### src/rtl/xctcmsg_pkg.sv
// Shared types for the message unit: writeback payload layout and result source identifiers.
package xctcmsg_pkg;

    localparam int XLEN          = 32;
    localparam int PASSTHROUGH_W = 8;

    typedef logic [PASSTHROUGH_W-1:0] passthrough_t;

    typedef struct packed {
        logic [4:0]      register;
        logic [XLEN-1:0] value;
        passthrough_t    passthrough;
    } writeback_data_t;

    typedef enum logic {
        WRITEBACK_SOURCE_SEND = 1'b0,
        WRITEBACK_SOURCE_RECV = 1'b1
    } writeback_source_t;

endpackage

### src/rtl/writeback_slot.sv
// One-entry result holding register. The slot frees when granted and may refill on that same edge.
module writeback_slot
    import xctcmsg_pkg::*;
(
    input  logic            clk,
    input  logic            rst_n,
    input  logic            in_valid,
    output logic            in_ready,
    input  writeback_data_t in_data,
    input  logic            grant,
    output logic            slot_valid,
    output writeback_data_t slot_data
);

    // Ready looks only at local state and the grant, never at in_valid.
    assign in_ready = !slot_valid || grant;

    // NOTE: sequential state uses non-blocking assignments so every register samples pre-edge values.
    always_ff @(posedge clk or negedge rst_n) begin
        if (!rst_n) begin
            slot_valid <= 1'b0;
        end else if (in_valid && in_ready) begin
            slot_valid <= 1'b1;
        end else if (grant) begin
            slot_valid <= 1'b0;
        end
    end

    // NOTE: payload is only meaningful while slot_valid is set, so it carries no reset.
    always_ff @(posedge clk) begin
        if (in_valid && in_ready) begin
            slot_data <= in_data;
        end
    end

endmodule

### src/rtl/writeback_arbiter.sv
// Fans send and receive pipeline results back into a single registered writeback channel.
module writeback_arbiter
    import xctcmsg_pkg::*;
#(
    parameter bit ROUND_ROBIN = 1'b1
) (
    input  logic            clk,
    input  logic            rst_n,
    input  logic            send_writeback_arbiter_valid,
    output logic            writeback_arbiter_send_ready,
    input  writeback_data_t send_writeback_arbiter_data,
    input  logic            receive_writeback_arbiter_valid,
    output logic            writeback_arbiter_receive_ready,
    input  writeback_data_t receive_writeback_arbiter_data,
    output logic            writeback_arbiter_wb_valid,
    input  logic            wb_writeback_arbiter_ready,
    output writeback_data_t writeback_arbiter_wb_data,
    output logic            writeback_arbiter_last_grant
);

    logic              send_slot_valid, recv_slot_valid;
    writeback_data_t   send_slot_data, recv_slot_data;
    logic              grant_send, grant_recv;
    logic              out_valid, out_empty;
    writeback_data_t   out_data;
    writeback_source_t out_src, rr_last;

    writeback_slot u_send_slot (
        .clk        (clk),
        .rst_n      (rst_n),
        .in_valid   (send_writeback_arbiter_valid),
        .in_ready   (writeback_arbiter_send_ready),
        .in_data    (send_writeback_arbiter_data),
        .grant      (grant_send),
        .slot_valid (send_slot_valid),
        .slot_data  (send_slot_data)
    );

    writeback_slot u_recv_slot (
        .clk        (clk),
        .rst_n      (rst_n),
        .in_valid   (receive_writeback_arbiter_valid),
        .in_ready   (writeback_arbiter_receive_ready),
        .in_data    (receive_writeback_arbiter_data),
        .grant      (grant_recv),
        .slot_valid (recv_slot_valid),
        .slot_data  (recv_slot_data)
    );

    assign out_empty = !out_valid || wb_writeback_arbiter_ready;

    // NOTE: both grants get a default before any branch so no path leaves them unassigned (no latch).
    always_comb begin
        grant_send = 1'b0;
        grant_recv = 1'b0;
        if (out_empty) begin
            if (send_slot_valid && recv_slot_valid) begin
                if (ROUND_ROBIN && (rr_last == WRITEBACK_SOURCE_RECV)) begin
                    grant_send = 1'b1;
                end else begin
                    grant_recv = 1'b1;
                end
            end else begin
                grant_send = send_slot_valid;
                grant_recv = recv_slot_valid;
            end
        end
    end

    // rr_last resets to receive so the first contended grant goes to send.
    always_ff @(posedge clk or negedge rst_n) begin
        if (!rst_n) begin
            out_valid <= 1'b0;
            rr_last   <= WRITEBACK_SOURCE_RECV;
        end else if (out_empty) begin
            out_valid <= grant_send || grant_recv;
            if (grant_send) begin
                rr_last <= WRITEBACK_SOURCE_SEND;
            end else if (grant_recv) begin
                rr_last <= WRITEBACK_SOURCE_RECV;
            end
        end
    end

    always_ff @(posedge clk) begin
        if (grant_send) begin
            out_data <= send_slot_data;
            out_src  <= WRITEBACK_SOURCE_SEND;
        end else if (grant_recv) begin
            out_data <= recv_slot_data;
            out_src  <= WRITEBACK_SOURCE_RECV;
        end
    end

    assign writeback_arbiter_wb_valid   = out_valid;
    assign writeback_arbiter_wb_data    = out_data;
    assign writeback_arbiter_last_grant = out_valid ? logic'(out_src) : logic'(rr_last);

endmodule

### config.mk
export PLATFORM = sky130hd
export DESIGN_NAME = writeback_arbiter
export DESIGN_NICKNAME = d
export VERILOG_FILES = /design/src/rtl/xctcmsg_pkg.sv /design/src/rtl/writeback_slot.sv /design/src/rtl/writeback_arbiter.sv
export SDC_FILE = /design/constraint.sdc
export NUM_CORES = 1
export LEC_CHECK = 0
export CAP_MARGIN = 20
export CORE_ASPECT_RATIO = 1.2
export CORE_MARGIN = 1
export CORE_UTILIZATION = 35
export CTS_BUF_LIST = sky130_fd_sc_hd__clkbuf_16
export CTS_CLUSTER_DIAMETER = 30
export DETAILED_ROUTE_END_ITERATION = 10
export SYNTH_ARGS = -nofsm -noshare
export SYNTH_HDL_FRONTEND = slang
export SYNTH_SLANG_ARGS = --single-unit
export TNS_END_PERCENT = 5
### constraint.sdc
create_clock -name clk -period 5.6 [get_ports clk]
set_input_delay 1.12 -clock clk [delete_from_list [all_inputs] [get_ports clk]]
set_output_delay 1.12 -clock clk [all_outputs]
set_load 0.01 [all_outputs]
==> out/metrics.csv <==
metric,value,unit
largest family of logic cells by synthesized area,multiplexers,
Num CTS Buffers,17,
YS warnings,0,
Die Y,131,um
cts repair resizes,0,
RSZ-0062 raised after global routing,no,
max_cap viols,0,
leakage,2.48,nW
"Period Utilization, post-route",0.657,
Clock Path Buffers,2,
Reg2Reg Setup Slack,3300,ps
CTS tree,yes,
Worst Path Arrival,2560,ps
setup TNS,0,ps
ant diodes,0,
Critical Path RT,4480,ps
clk slew on worst S/H paths,60,ps
port buffer count,143,
clk sinks,140,
Period minus WS final,3680,ps
Hold Path Class,flip-flop to flip-flop,
cell area power density,398,nW/um^2
DR WL/cell,16.3,um
crit-path max FO,3,
DR vias/cell,4.51,
I/O pins,144,
ANT nets after route,0,
Setup CP Type,input port to output port,
count of distinct cell types in the synthesized netlist,19,
Hold Worst Slack,465,ps
Die ar.,14400,sq um
sequential area share after synthesis,0.858,
# nets final,466,
Post-CTS Setup Inserts,0,
synth-to-layout area growth,46.7,%
CTS Hold Bufs,0,
fmax,272,MHz
Post-Syn Area,4860,sq um
crit path from,wb_writeback_arbiter_ready,
Total GRT Usage,0.135,
status,completed,
H-tree depth,4,
Syn Inst Count,209,
FF-to-FF path depth,5,
Pre-antenna DRT Iters,5,
DP Area,6540,sq um
synthesized net count,304,
die width,110,um
Reg2Reg Capture Point,u_send_slot.slot_data[14],
Initial Utilization,0.363,
Worst-Margin Slew,729,ps
Final setup viols,0,
"Slew Viols, Final",0,
post-detail-place hpwl,5620,um
vias after detailed routing,2488,
crit path launch type,input port,
"Design Area, Final",7140,sq um
Worst Setup End Kind,output port,
Fin Clk Skew,6.59,ps
global route overflow,0,
Compound-Gate Fraction of Synth Area,0.00566,
RR Startpoint,rr_last,
endpoints failing hold,0,
Synth Area in XOR/XNOR,0,
"FF+latch count, synth",140,
GP Congestion,0.707,
crit path to,writeback_arbiter_receive_ready,
simple-gate portion of the synthesized area,0.0149,
largest net degree at the start of global routing,49,
number of antenna violations at the first check in global routing,0,
number of global-route vias before repair,2682,
adder-cell area share of the yosys netlist,0,
Rel. slew slack,0.514,
VDD IR max,0.188,mV
Clock Latency Late Sink,410,ps
number of remaining DRC errors,0,
first-pass GRT wire length,13900,um
initial drt markers,62,
Mean Syn Cell Area,23.3,sq um
mux cell area share after synthesis,0.113,
cell row count,46,
total wire length,8990,um
Core Area,13400,sq um
layout cells sized above 1,0.229,
Root Driver,clkbuf_16,
synth_stat cells (all sizes together):
| library cell | instances | area [sq um] |
|---|---|---|
| dfrtp | 3 | 75.1 |
| a21boi | 1 | 7.51 |
| buf | 5 | 37.5 |
| edfxtp | 135 | 4050 |
| nand3 | 1 | 10.0 |
| o21a | 1 | 7.51 |
| nand2 | 3 | 11.3 |
| dfxtp | 1 | 20.0 |
| nor2b | 1 | 6.26 |
| mux2 | 47 | 552 |
| and2 | 3 | 18.8 |
| dfstp | 1 | 26.3 |
| nor2 | 2 | 7.51 |
| a21o | 1 | 7.51 |
| nand2b | 3 | 18.8 |
| o21ai | 1 | 5.00 |
worst min path at each step:
stage | startpoint | to | slack, ps | depth (start not counted)
after global routing | out_src | out_src | 490 | 1
after CTS | out_src | out_src | 480 | 1
after floorplan | out_src | out_src | 430 | 1
after global placement | out_src | out_src | 450 | 1
after detailed placement | out_src | out_src | 460 | 1
final | out_src | out_src | 470 | 1
placed cells by master (no fill, tap or decap), drive strengths merged:
master         Yosys  layout
nor2               2       2
o21ai              1       1
bufinv             0       3
clkinvlp           0       3
dfrtp              3       3
mux2              47      47
clkbuf             0      17
inv                0       4
buf                5       5
clkdlybuf4s50      0     143
a21boi             1       1
a21o               1       1
edfxtp           135     135
and2               3       3
nand3              1       1
dfstp              1       1
nand2b             3       3
dfxtp              1       1
o21a               1       1
clkinv             0       5
nand2              3       3
nor2b              1       1
sequential cells by signal, indices dropped and copies added (netlist names):
name and flops:
out_src 1, u_recv_slot.slot_data 45, rr_last 1, writeback_arbiter_wb_valid 1
u_send_slot.slot_valid 1, writeback_arbiter_wb_data 45, u_send_slot.slot_data 45, u_recv_slot.slot_valid 1
cell families after synthesis:
| logic type | count (synthesis) |
|---|---|
| DFF | 140 |
| buffers and inverters | 5 |
| and+or+nand+nor | 13 |
| AOI/OAI and AO/OA | 4 |
| muxes | 47 |
metal layers:
| layer | part of all wire | up-vias | wire [um] | GRT usage |
|---|---|---|---|---|
| met3 | 0.058 | 11 | 525 | 0.0432 |
| met5 | 0 | - | 0 | 0 |
| met2 | 0.52 | 100 | 4670 | 0.225 |
| met4 | 0.014 | 0 | 125 | 0.0622 |
| li1 | - | 1149 | - | - |
| met1 | 0.41 | 1228 | 3660 | 0.155 |
through the flow:
stage | power (mW) | setup WS (ps) | std cells | util
CTS | 2.88 | 1910 | 552 | 0.532
global route | 2.96 | 1840 | 552 | 0.532
global placement | 1.74 | 1920 | 519 | 0.486
floorplan | 1.54 | 96.2 | 209 | -
detailed placement | 1.75 | 1940 | 520 | 0.488
finish | 2.84 | 1920 | 552 | 0.532
final cells by class:
class                   count  area (sq um)
fillers                  1119          6270
flip-flops and latches    140          4180
repair buffers            148          1480
multi-input cells          64           672
clock buffers              17           425
well taps                 168           210
clock inverters            15           171
critical path, cell delays in order:
cell	delay, ps
clkdlybuf4s50_1	480
nor2b_1	80
o21ai_0	270
clkdlybuf4s50_1	610
report_power, final:
part | switching, mW | internal [mW]
clock | 0.420 | 0.700
sequential | 0.0333 | 1.30
combinational | 0.161 | 0.224
(Power assumes the default switching activity.)
